[src/rtl/vga_pkg.sv]
// Shared 640x480@60 Hz timing constants and coordinate helpers for the VGA path.
package vga_pkg;

  localparam int unsigned H_ACTIVE = 640;
  localparam int unsigned H_FP     = 16;
  localparam int unsigned H_SYNC   = 96;
  localparam int unsigned H_BP     = 48;
  localparam int unsigned V_ACTIVE = 480;
  localparam int unsigned V_FP     = 10;
  localparam int unsigned V_SYNC   = 2;
  localparam int unsigned V_BP     = 33;

  localparam int unsigned H_TOTAL  = H_ACTIVE + H_FP + H_SYNC + H_BP;
  localparam int unsigned V_TOTAL  = V_ACTIVE + V_FP + V_SYNC + V_BP;

  localparam int unsigned COORD_W  = 10;
  localparam bit          SYNC_POL = 1'b0;

  typedef logic [COORD_W-1:0] coord_t;

  // Half-open window test lo <= cnt < hi on unsigned coordinates.
  function automatic logic in_window(coord_t cnt, coord_t lo, coord_t hi);
    return (cnt >= lo) && (cnt < hi);
  endfunction

endpackage

[src/rtl/vga_sync_gen_if.sv]
// Pixel-timing bundle between the sync generator and its consumers (game_of_life, board pins).
interface vga_sync_gen_if;
  import vga_pkg::*;

  logic   use_enable;
  logic   hsync;
  logic   vsync;
  logic   video_on;
  coord_t x_pos;
  coord_t y_pos;
  logic   line_start;
  logic   frame_start;

  modport master (
    input  use_enable,
    output hsync, vsync, video_on, x_pos, y_pos, line_start, frame_start
  );

  modport slave (
    output use_enable,
    input  hsync, vsync, video_on, x_pos, y_pos, line_start, frame_start
  );

endinterface

[src/rtl/mod_counter.sv]
// Modulo-N up counter with enable and synchronous reset; wrap_c flags the enabled N-1 -> 0 step.
module mod_counter #(
  parameter int unsigned N = 800,
  parameter int unsigned W = 10
) (
  input  logic         clk,
  input  logic         reset,
  input  logic         en,
  output logic [W-1:0] count,
  output logic         wrap_c
);

  localparam logic [W-1:0] LAST = W'(N - 1);

  assign wrap_c = en && (count == LAST);

  always_ff @(posedge clk) begin
    if (reset) begin
      count <= '0;
    end else if (en) begin
      count <= wrap_c ? '0 : count + W'(1);
    end
  end

endmodule

[src/rtl/vga_sync_gen.sv]
// VGA timing generator: cascaded h/v counters, combinational sync/video decodes and
// registered one-cycle line/frame start pulses.
module vga_sync_gen #(
  parameter int unsigned H_ACTIVE = vga_pkg::H_ACTIVE,
  parameter int unsigned H_FP     = vga_pkg::H_FP,
  parameter int unsigned H_SYNC   = vga_pkg::H_SYNC,
  parameter int unsigned H_BP     = vga_pkg::H_BP,
  parameter int unsigned V_ACTIVE = vga_pkg::V_ACTIVE,
  parameter int unsigned V_FP     = vga_pkg::V_FP,
  parameter int unsigned V_SYNC   = vga_pkg::V_SYNC,
  parameter int unsigned V_BP     = vga_pkg::V_BP,
  parameter bit          SYNC_POL = vga_pkg::SYNC_POL
) (
  input  logic           clk,
  input  logic           reset,
  vga_sync_gen_if.master vga
);
  import vga_pkg::*;

  localparam int unsigned H_TOTAL = H_ACTIVE + H_FP + H_SYNC + H_BP;
  localparam int unsigned V_TOTAL = V_ACTIVE + V_FP + V_SYNC + V_BP;

  localparam coord_t H_VIS    = COORD_W'(H_ACTIVE);
  localparam coord_t HS_BEGIN = COORD_W'(H_ACTIVE + H_FP);
  localparam coord_t HS_END   = COORD_W'(H_ACTIVE + H_FP + H_SYNC);
  localparam coord_t V_VIS    = COORD_W'(V_ACTIVE);
  localparam coord_t VS_BEGIN = COORD_W'(V_ACTIVE + V_FP);
  localparam coord_t VS_END   = COORD_W'(V_ACTIVE + V_FP + V_SYNC);

  coord_t h_cnt;
  coord_t v_cnt;
  logic   h_wrap_c;
  logic   v_wrap_c;
  logic   line_start_q;
  logic   frame_start_q;

  mod_counter #(
    .N (H_TOTAL),
    .W (COORD_W)
  ) u_h_cnt (
    .clk    (clk),
    .reset  (reset),
    .en     (vga.use_enable),
    .count  (h_cnt),
    .wrap_c (h_wrap_c)
  );

  // Vertical counter steps once per enabled end-of-line, so its wrap marks the full-frame wrap.
  mod_counter #(
    .N (V_TOTAL),
    .W (COORD_W)
  ) u_v_cnt (
    .clk    (clk),
    .reset  (reset),
    .en     (h_wrap_c),
    .count  (v_cnt),
    .wrap_c (v_wrap_c)
  );

  // Pulses mark the cycle in which the counters have just landed on column 0 / origin.
  always_ff @(posedge clk) begin
    if (reset) begin
      line_start_q  <= 1'b0;
      frame_start_q <= 1'b0;
    end else begin
      line_start_q  <= h_wrap_c;
      frame_start_q <= v_wrap_c;
    end
  end

  assign vga.x_pos       = h_cnt;
  assign vga.y_pos       = v_cnt;
  assign vga.video_on    = (h_cnt < H_VIS) && (v_cnt < V_VIS);
  assign vga.hsync       = in_window(h_cnt, HS_BEGIN, HS_END) ? SYNC_POL : ~SYNC_POL;
  assign vga.vsync       = in_window(v_cnt, VS_BEGIN, VS_END) ? SYNC_POL : ~SYNC_POL;
  assign vga.line_start  = line_start_q;
  assign vga.frame_start = frame_start_q;

endmodule

[src/flat_wrapper.sv]
// flat-port wrapper written by rule: the top's interface ports become plain ports
module vga_sync_gen_flat import vga_pkg::*;
#(
  parameter int unsigned H_ACTIVE = vga_pkg::H_ACTIVE,
  parameter int unsigned H_FP     = vga_pkg::H_FP,
  parameter int unsigned H_SYNC   = vga_pkg::H_SYNC,
  parameter int unsigned H_BP     = vga_pkg::H_BP,
  parameter int unsigned V_ACTIVE = vga_pkg::V_ACTIVE,
  parameter int unsigned V_FP     = vga_pkg::V_FP,
  parameter int unsigned V_SYNC   = vga_pkg::V_SYNC,
  parameter int unsigned V_BP     = vga_pkg::V_BP,
  parameter bit          SYNC_POL = vga_pkg::SYNC_POL
)
  (clk, reset, vga_use_enable, vga_hsync, vga_vsync, vga_video_on, vga_x_pos, vga_y_pos, vga_line_start, vga_frame_start);
  vga_sync_gen_if vga_i ();
  input  logic clk;
  input  logic reset;
  input wire logic [$bits(vga_i.use_enable)-1:0] vga_use_enable;
  output wire logic [$bits(vga_i.hsync)-1:0] vga_hsync;
  output wire logic [$bits(vga_i.vsync)-1:0] vga_vsync;
  output wire logic [$bits(vga_i.video_on)-1:0] vga_video_on;
  output wire logic [$bits(vga_i.x_pos)-1:0] vga_x_pos;
  output wire logic [$bits(vga_i.y_pos)-1:0] vga_y_pos;
  output wire logic [$bits(vga_i.line_start)-1:0] vga_line_start;
  output wire logic [$bits(vga_i.frame_start)-1:0] vga_frame_start;
  assign vga_i.use_enable = vga_use_enable;
  assign vga_hsync = vga_i.hsync;
  assign vga_vsync = vga_i.vsync;
  assign vga_video_on = vga_i.video_on;
  assign vga_x_pos = vga_i.x_pos;
  assign vga_y_pos = vga_i.y_pos;
  assign vga_line_start = vga_i.line_start;
  assign vga_frame_start = vga_i.frame_start;
  vga_sync_gen #(.H_ACTIVE(H_ACTIVE), .H_FP(H_FP), .H_SYNC(H_SYNC), .H_BP(H_BP), .V_ACTIVE(V_ACTIVE), .V_FP(V_FP), .V_SYNC(V_SYNC), .V_BP(V_BP), .SYNC_POL(SYNC_POL)) u_core (.clk(clk), .reset(reset), .vga(vga_i));
endmodule
[config.mk]
export PLATFORM = sky130hd
export DESIGN_NAME = vga_sync_gen_flat
export DESIGN_NICKNAME = d
export VERILOG_FILES = /design/src/rtl/vga_pkg.sv /design/src/rtl/vga_sync_gen_if.sv /design/src/rtl/mod_counter.sv /design/src/rtl/vga_sync_gen.sv /design/src/flat_wrapper.sv
export SDC_FILE = /design/constraint.sdc
export NUM_CORES = 1
export LEC_CHECK = 0
export CORE_MARGIN = 2
export CORE_UTILIZATION = 40
export CTS_CLUSTER_SIZE = 28
export DETAILED_ROUTE_END_ITERATION = 8
export GPL_TIMING_DRIVEN = 1
export PLACE_DENSITY = 0.7
export SETUP_SLACK_MARGIN = 0.2
export SKIP_LAST_GASP = 1
export SLEW_MARGIN = 10
export SYNTH_ARGS = -nofsm -noshare
export SYNTH_HDL_FRONTEND = slang
export SYNTH_SLANG_ARGS = --single-unit
[constraint.sdc]
create_clock -name clk -period 1.8 [get_ports clk]
set_input_delay 0.27 -clock clk [delete_from_list [all_inputs] [get_ports clk]]
set_output_delay 0.27 -clock clk [all_outputs]
set_load 0.02 [all_outputs]
==> qor.yml <==
status:
  status: "finished clean"
yosys:
  ys_ff_latch: 22
  synth-xor-area-share_pct: 6.29
  yosysTopAreaCellShare_pct: 39.5
  yosysMostFrequentCell: "dfxtp_1"
  ys.flop_type: "dfxtp_1"
  synth_compound_area_share_pct: 12.7
  muxShareOfSynthArea_pct: 0
  yosysWarningCount: 0
  synth_top_family_by_area: "simple AND/OR/NAND/NOR gates"
  synth_commonest_cells: "dfxtp_1 (22), a21oi_1 (11), nand3_1 (11)"
  synth_edf_count: 0
  synth_nets: 139
  synth.cell_area_um2: 1110
  syn_avg_cell_area_um2: 8.45
  synth-adder-area-share_pct: 4.49
  yosysTopAreaCell: "dfxtp_1"
  ys_types: 31
  synthTopCellsByArea: "dfxtp_1 (40%), a21oi_1 (4.9%), nand3_1 (4.9%)"
  ys_seq_area_share_pct: 39.5
  async_reset_ff_share_pct: 0
  netlist_instances: 132
  synthSimpleGateAreaFrac_pct: 31.6
sta:
  finalHoldViolCount: 0
  fin_skew_ps: 2.97
  period_needed_ps: 1600
  max_freq_mhz: 625
  whs_ps: 530
  rsz0062_at_grt: "yes"
  setup_viol: 0
  final.period_utilization_pct: 88.9
  relSlewSlack_pct: 76.5
  worst_pin_slew_ps: 349
  drv_slew: 0
pwr:
  ir_drop_mv: 0.348
  leakagePower_uw: 0.000728
  powerDensity_nw_per_um2: 497
place:
  dp_hpwl_um: 2050
  port_buffers: 27
  place_congestion: 0.863
detailed_routing:
  drtIter0Drc: 13
  viasPerCell: 5.37
  route.vias.total: 1133
  wire_per_inst_um: 13.3
  wl_um: 2810
  drc: 0
  drtPass1Iterations: 4
  final_antenna_net_count: 0
setup_path:
  r2r-start: "u_core.u_h_cnt.count[0]"
  crit_arrival_ps: 1850
  critPathBufInv: 0
  max_stage_delay_ps: 520
  cp_slowest_cell: "or4_1"
  crit_path_start: "u_core.u_h_cnt.count[0]"
  cp_cell_sequence: "ha_4, and4_4, nand4_4, or4_1, a21oi_1"
  crit_fanout: 4
  worst_path_dominant_cell_family: "simple AND/OR/NAND/NOR gates"
  path_class: "register to register"
  startpoint_type: "register"
  cp.required_ps: 2050
  endpoint_kind: "register"
cells_and_area:
  num_antenna_cells: 0
  fin_nets: 188
  utilization_pct: 61.0
  syn_to_final_growth_pct: 48.4
  drive_above_1_share_pct: 29.4
global_routing:
  track_usage_pct: 18.4
  grt_overflow_total: 0
  grt_start_max_net_pins: 14
  grt_pass1_vias: 1059
  antenna_found_initial: 0
  grt_pass1_wl_um: 4660
cts:
  cts_buffers: 3
  clock_sinks: 22
  clock_latency_ps: 310
  clock_path_buffers: 2
  root_buffer: "clkbuf_4"
  cts_htree_levels: 1
  clk_pin_slew_worst_paths_ps: 120
  cts_tree: "done"
die:
  start_util_pct: 41.1
  ioPinCount: 28
  num_rows: 19
  dieArea_um2: 3230
  fp.coreArea_um2: 2710
  die_h_um: 56.8
  die_x_um: 56.8
worst_hold_path:
  hp-class: "register to register"
  hp-start: "u_core.u_h_cnt.count[8]"
job:
  cap_violations: 0
[final timing paths]
check,slack (ps),end,cells past startpoint
worst max register to register,200,u_core.u_v_cnt.count[8],5
worst min register to register,530,u_core.u_h_cnt.count[8],2
worst min-delay path,530,u_core.u_h_cnt.count[8],2
worst max-delay path,200,u_core.u_v_cnt.count[8],5
[power breakdown]
part           total (µW)  internal [µW]  switching (µW)
Clock                 279            124             155
Sequential            493            488            4.81
Combinational        51.3           27.0            24.3
Total                 823            638             184
[sequential cells by signal, indices dropped and copies added, names as in the netlist]
| register | count |
|---|---|
| u_core.vga.frame_start | 1 |
| u_core.u_h_cnt.count | 10 |
| u_core.vga.line_start | 1 |
| u_core.u_v_cnt.count | 10 |
[area by class of cell]
| cell class | count | area, µm² |
|---|---|---|
| inverters | 7 | 26.3 |
| multi-input cells | 96 | 652 |
| repair buffers | 51 | 437 |
| clock buffers | 4 | 36.3 |
| flip-flops and latches | 22 | 464 |
| well taps | 31 | 38.8 |
| fillers | 247 | 1060 |
[tightest hold or removal path, stage by stage, from the launching register on]
cell	delay [ps]
dfxtp_2	370
o21ai_0	80
a21oi_1	60
[cell usage in the layout, fill, tap and decap left out, drive strengths merged, types with 7 or more instances in the layout]
cell type,count
nand3,11
or3,7
inv,7
buf,26
a21oi,11
nor2,7
o21ai,7
nor3,10
nand2,7
dfxtp,22
dlygate4sd2,16
[metal layers]
layer	track usage [%]	part of all wire [%]
met3	2.30	4.4
met4	8.31	1.2
met2	31.2	47
met1	23.1	47
met5	0	0
[per-stage QoR]
| step | std cells | cell area (µm²) | power, µW | setup WS, ps | setup TNS, ps |
|---|---|---|---|---|---|
| floorplan | 132 | 1150 | 525 | 207 | 0 |
| global placement | 198 | 1530 | 550 | -135 | -957 |
| detailed placement | 198 | 1530 | 552 | -151 | -1230 |
| CTS | 204 | 1570 | 825 | 140 | 0 |
| global route | 211 | 1650 | 855 | 139 | 0 |
| finish | 211 | 1650 | 823 | 199 | 0 |
[cells by family (layout without fill, tap and decap cells)]
group	count (synthesis)	after routing
AND/OR/NAND/NOR	60	60
adder cells (fa/ha/maj)	4	4
XOR/XNOR	8	8
AO/OA/AOI/OAI	24	24
flip-flops	22	22
buffers and inverters	14	62
[repair_timing]
action | 4_1_cts | 5_1_grt
buffers inserted | 2 | 7
pin swaps | 2 | 9
setup endpoints to repair | 30 | 16
resized for setup | 34 | 16
hold buffers | 0 | 0
Power figures use the tool's default switching activity.
